`src/rtl/mem_arb.sv`:
```
// mem_arb: serialises icache/dcache line fills and dcache writebacks onto the single QSPI engine.
// Optional feature macro: MEMARB_RR_EN (icache/dcache fill fairness); default build is fixed priority.
module mem_arb #(
    parameter  int PA          = 22,
    parameter  int LINE_LENGTH = 4,
    localparam int LB          = $clog2(LINE_LENGTH),
    localparam int TW          = PA - LB
) (
    input  logic          clk,
    input  logic          reset,
    input  logic          i_pull,
    input  logic [TW-1:0] i_tag,
    input  logic          d_push,
    input  logic [TW-1:0] d_vtag,
    input  logic          d_pull,
    input  logic [TW-1:0] d_tag,
    input  logic          q_done,
    output logic          q_req,
    output logic          q_i_d,
    output logic          q_write,
    output logic          q_mem,
    output logic [TW-1:0] q_paddr,
    output logic          i_done,
    output logic          d_push_done,
    output logic          d_pull_done,
    output logic          busy
);

    typedef enum logic [2:0] {IDLE, WB, FILL_D, FILL_I, DONE} state_t;

    state_t        state_q;
    logic          lock_q;
    logic          pick_i_d;
    logic          gnt_wb_d;
    logic          gnt_fd_d;
    logic          gnt_fi_d;
    logic [TW-1:0] gnt_tag_d;
`ifdef MEMARB_RR_EN
    logic          last_i_q;
`endif

    always_comb begin
        pick_i_d = 1'b0;
        gnt_wb_d = 1'b0;
        gnt_fd_d = 1'b0;
        gnt_fi_d = 1'b0;
        if (state_q == IDLE) begin
            if (lock_q) begin
                // Keep the refill glued to its writeback: only d_pull may win.
                gnt_fd_d = d_pull;
            end else begin
`ifdef MEMARB_RR_EN
                pick_i_d = i_pull && (!(d_push || d_pull) || !last_i_q);
`else
                pick_i_d = i_pull && !(d_push || d_pull);
`endif
                gnt_fi_d = pick_i_d;
                gnt_wb_d = !pick_i_d && d_push;
                gnt_fd_d = !pick_i_d && !d_push && d_pull;
            end
        end
        gnt_tag_d = gnt_wb_d ? d_vtag : (gnt_fd_d ? d_tag : i_tag);
    end

    always_ff @(posedge clk) begin
        if (reset) begin
            state_q     <= IDLE;
            lock_q      <= 1'b0;
            q_req       <= 1'b0;
            q_i_d       <= 1'b0;
            q_write     <= 1'b0;
            q_mem       <= 1'b0;
            q_paddr     <= '0;
            i_done      <= 1'b0;
            d_push_done <= 1'b0;
            d_pull_done <= 1'b0;
            busy        <= 1'b0;
`ifdef MEMARB_RR_EN
            last_i_q    <= 1'b0;
`endif
        end else begin
            i_done      <= 1'b0;
            d_push_done <= 1'b0;
            d_pull_done <= 1'b0;
            case (state_q)
                IDLE: begin
                    if (gnt_wb_d || gnt_fd_d || gnt_fi_d) begin
                        state_q <= gnt_wb_d ? WB : (gnt_fd_d ? FILL_D : FILL_I);
                        q_req   <= 1'b1;
                        busy    <= 1'b1;
                        q_write <= gnt_wb_d;
                        q_i_d   <= gnt_fi_d;
                        q_paddr <= gnt_tag_d;
                        q_mem   <= &gnt_tag_d[TW-1 -: 7];
                        lock_q  <= 1'b0;
                    end else if (!d_pull) begin
                        lock_q  <= 1'b0;
                    end
`ifdef MEMARB_RR_EN
                    if (gnt_fi_d) begin
                        last_i_q <= 1'b1;
                    end else if (gnt_wb_d || gnt_fd_d) begin
                        last_i_q <= 1'b0;
                    end
`endif
                end
                WB, FILL_D, FILL_I: begin
                    if (q_done) begin
                        state_q     <= DONE;
                        q_req       <= 1'b0;
                        d_push_done <= (state_q == WB);
                        d_pull_done <= (state_q == FILL_D);
                        i_done      <= (state_q == FILL_I);
                    end
                end
                DONE: begin
                    state_q <= IDLE;
                    busy    <= 1'b0;
                    lock_q  <= q_write;
                    q_write <= 1'b0;
                    q_i_d   <= 1'b0;
                    q_mem   <= 1'b0;
                end
                default: state_q <= IDLE;
            endcase
        end
    end

endmodule

```
`config.mk`:
```
export PLATFORM = sky130hd
export DESIGN_NAME = mem_arb
export DESIGN_NICKNAME = d
export VERILOG_FILES = /design/src/rtl/mem_arb.sv
export SDC_FILE = /design/constraint.sdc
export NUM_CORES = 1
export LEC_CHECK = 0
export CAP_MARGIN = 20
export CORE_ASPECT_RATIO = 0.75
export CORE_MARGIN = 2
export CORE_UTILIZATION = 30
export DETAILED_ROUTE_END_ITERATION = 8
export PLACE_DENSITY_LB_ADDON = 0.2
export SYNTH_ARGS = -nofsm -noshare
export SYNTH_HDL_FRONTEND = slang
export SYNTH_SLANG_ARGS = --single-unit
```
`constraint.sdc`:
```
create_clock -name clk -period 2.81 [get_ports clk]
set_input_delay 0.281 -clock clk [delete_from_list [all_inputs] [get_ports clk]]
set_output_delay 0.281 -clock clk [all_outputs]
set_load 0.02 [all_outputs]
```
==> out/results.txt <==
Fmax -> 440 MHz
Data required, critical path -> 3.01 ns
Critical path start-end classification -> primary input to flip-flop
Outcome -> completed
Part of the power in combinational logic -> 0.392
Initial DRT Pass Iterations -> 4
Total power -> 1.44 mW
Via count of the first global-routing pass -> 1,646
Final cell count without fillers -> 363
TritonCTS clock tree -> built
DRC Markers -> 0
IR drop worst, VDD -> 0.230 mV
Part of the total power dissipated in sequential elements -> 0.379
Global router's overall resource usage -> 0.173
Port Buf Inserts -> 93
Clock network latency to the later pin of the worst-skew pair -> 0.28 ns
Vertical die dimension -> 67.7 µm
Worst-margin pin slew -> 0.569 ns
Number of buffers inserted during clock tree synthesis -> 5
Worst-path cell with the longest stage delay -> sky130_fd_sc_hd__clkdlybuf4s50_1
Net count of the finished layout -> 354
DP Wirelength -> 3.82 mm
Gate count after technology mapping -> 197
Clock transition at path regs -> 0.07 ns
Total leakage power -> 0.965 nW
Post-route core utilization -> 0.512
Setup repair bufs after CTS -> 0
Minimum hold slack -> 0.450 ns
Relative area change from synthesis to final layout -> 66.9%
Max cap viols -> 0
Post-synth net total -> 263
Number of diodes added for antenna fixing -> 0
Cell Area, Synth -> 0.00162 mm²
Most frequent cells after synthesis -> sky130_fd_sc_hd__nand2_1 (33), sky130_fd_sc_hd__dfxtp_1 (32), sky130_fd_sc_hd__a21oi_1 (25)
Sequential element share of the synthesized area -> 0.394
Fraction of synthesis flops using an asynchronous set or reset pin -> 0
Min-Delay Path Class -> flip-flop to flip-flop
Number of distinct library cells after synthesis -> 33
Cts-stage hold buffer count -> 0
Final Wtd Congestion -> 0.739
Antenna violations before repair -> 0
Biggest area contributors in the synthesized netlist -> sky130_fd_sc_hd__dfxtp_1 (39%), sky130_fd_sc_hd__mux2_2 (9.0%), sky130_fd_sc_hd__a21oi_1 (7.7%), sky130_fd_sc_hd__nand2_1 (7.6%), sky130_fd_sc_hd__o221ai_1 (7.0%)
Worst setup skew after layout -> 0.00499 ns
Library cell occupying the most area in the post-synthesis netlist -> sky130_fd_sc_hd__dfxtp_1
Number of nets with antenna violations after routing -> 0
Inst Count DP -> 356
RSZ-0062 raised after global routing -> false
Final setup TNS -> 0 ns
Filler Cell Count -> 538
Critical Path Sink Type -> flip-flop
Headroom to the max-slew limit -> 0.620
1st-iter DRT viols -> 89
Largest stage delay on the critical path -> 0.53 ns
DR vias/cell -> 5.01
Number of warning messages in the yosys log -> 0
Overflow after GRT -> 0
Post-placement setup slack -> 0.266 ns
Crit-path cells -> clkdlybuf4s50_1 > or4b_1 > or2_1 > and2_4 > or3_1 > o31ai_2
Area inside the core boundary -> 0.00530 mm²
Synthesized area divided by synthesized cell count -> 8.24 µm²
Pin count of the biggest net entering global routing -> 26
DR WL/cell -> 14.3 µm
Worst path setup slack after routing -> 0.538 ns
Internal cell power -> 0.957 mW
First-pass GRT wire length -> 8.00 mm
Final Hold Fails -> 0
Final non-filler cell area -> 0.00271 mm²
Initial standard-cell utilization of the core -> 0.307
CP Max Fanout -> 25
Fraction of the cycle the final worst path needs -> 0.809
Data arrival time of the worst path -> 2.47 ns
Yosys reg bits -> 32
Startpoint kind of the worst setup timing path -> primary input
Cell with the most instances after synthesis -> sky130_fd_sc_hd__nand2_1
# H-tree levels -> 2
Net Switching -> 0.479 mW
Time the final worst path needs with I/O delays and setup -> 2.27 ns
Clk sink count -> 32
Most used flip-flop cell after synthesis -> sky130_fd_sc_hd__dfxtp_1
Placement-stage cell area -> 0.00263 mm²
Number of gates resized after CTS -> 0
Fraction of layout cells with a size suffix above 1 -> 0.115
Num rows -> 23
DIE AREA -> 0.00602 mm²
Top-level I/O count -> 94
Post-synth top area share -> 0.394
Number of pins exceeding their max-slew limit in the final report -> 0
Count of endpoints failing setup in the final report -> 0
Power density cells -> 530 mW/mm²
DRT Wirelength -> 5.17 mm
DR vias -> 1,818
Buffer type at the clock tree root -> sky130_fd_sc_hd__clkbuf_8
Worst-case clock buffer depth -> 2
Count of flip-flops with a built-in enable after synthesis -> 0
Sw Ratio -> 0.333
Chip width -> 89.0 µm
Clock network power share -> 0.229
==> placed cells by master (no fill, tap or decap), types with 2 or more instances in the layout <==
cell / instances
sky130_fd_sc_hd__buf_4: 10
sky130_fd_sc_hd__clkdlybuf4s50_1: 93
sky130_fd_sc_hd__nor2_1: 9
sky130_fd_sc_hd__o21ai_0: 4
sky130_fd_sc_hd__nand2_1: 33
sky130_fd_sc_hd__or3_1: 2
sky130_fd_sc_hd__a22oi_1: 2
sky130_fd_sc_hd__nand3_1: 2
sky130_fd_sc_hd__dfxtp_1: 32
sky130_fd_sc_hd__nand4_1: 7
sky130_fd_sc_hd__clkbuf_8: 5
sky130_fd_sc_hd__a21oi_1: 25
sky130_fd_sc_hd__nand2b_1: 3
sky130_fd_sc_hd__o31ai_1: 6
sky130_fd_sc_hd__o221ai_1: 13
sky130_fd_sc_hd__nor3_1: 7
sky130_fd_sc_hd__mux2_2: 13
sky130_fd_sc_hd__a31oi_1: 6
==> power groups by stage <==
stage | logic [mW] | registers, mW | clock network, mW
2_1_floorplan | 0.247 | 0.612 | 0
3_3_place_gp | 0.558 | 0.553 | 0
3_5_place_dp | 0.563 | 0.554 | 0
4_1_cts | 0.566 | 0.545 | 0.336
5_1_grt | 0.611 | 0.553 | 0.352
6_report | 0.562 | 0.545 | 0.329
==> path summary, 6_finish.rpt <==
check | from | to | slack [ns] | cells after the start
setup / recovery | d_push | q_mem | 0.54 | 6
hold / removal | q_paddr[3] | q_paddr[3] | 0.45 | 2
setup reg to reg | state_q[0] | q_mem | 0.61 | 5
hold reg to reg | q_paddr[3] | q_paddr[3] | 0.45 | 2
==> critical path: cells and delay by family <==
| family | cells | cell delay, ns |
|---|---|---|
| AND/OR/NAND/NOR | 4 | 1.44 |
| buffers and inverters | 1 | 0.53 |
| AO/OA/AOI/OAI | 1 | 0.21 |
==> cells by family (layout without fill, tap and decap cells) <==
| family | Yosys count | count (layout) | synth area share |
|---|---|---|---|
| DFF | 32 | 32 | 0.394 |
| AOI/OAI and AO/OA | 58 | 58 | 0.232 |
| buffers and inverters | 20 | 111 | 0.0578 |
| muxes | 13 | 13 | 0.0901 |
| and+or+nand+nor | 74 | 74 | 0.226 |
==> flip-flops by register name, indices dropped and copies added, names as in the netlist <==
signal,count
q_mem,1
d_pull_done,1
busy,1
q_req,1
i_done,1
q_i_d,1
lock_q,1
d_push_done,1
q_paddr,20
q_write,1
state_q,3
==> final cells by class <==
class / instances / area [µm²] / area share
flip-flops and latches: 32 / 641 / 0.236
multi-input cells: 145 / 890 / 0.328
repair buffers: 103 / 1010 / 0.371
clock inverters: 1 / 5.00 / 0.00185
well taps: 75 / 93.8 / 0.0346
inverters: 1 / 3.75 / 0.00138
clock buffers: 6 / 72.6 / 0.0268
==> metal layers <==
metal,part of all wire,GRT usage,up-vias
li1,-,-,908
met4,0.0077,0.0448,0
met2,0.44,0.271,52
met3,0.081,0.0648,4
met1,0.47,0.225,854
met5,0,0,-
Power figures use the tool's default switching activity.
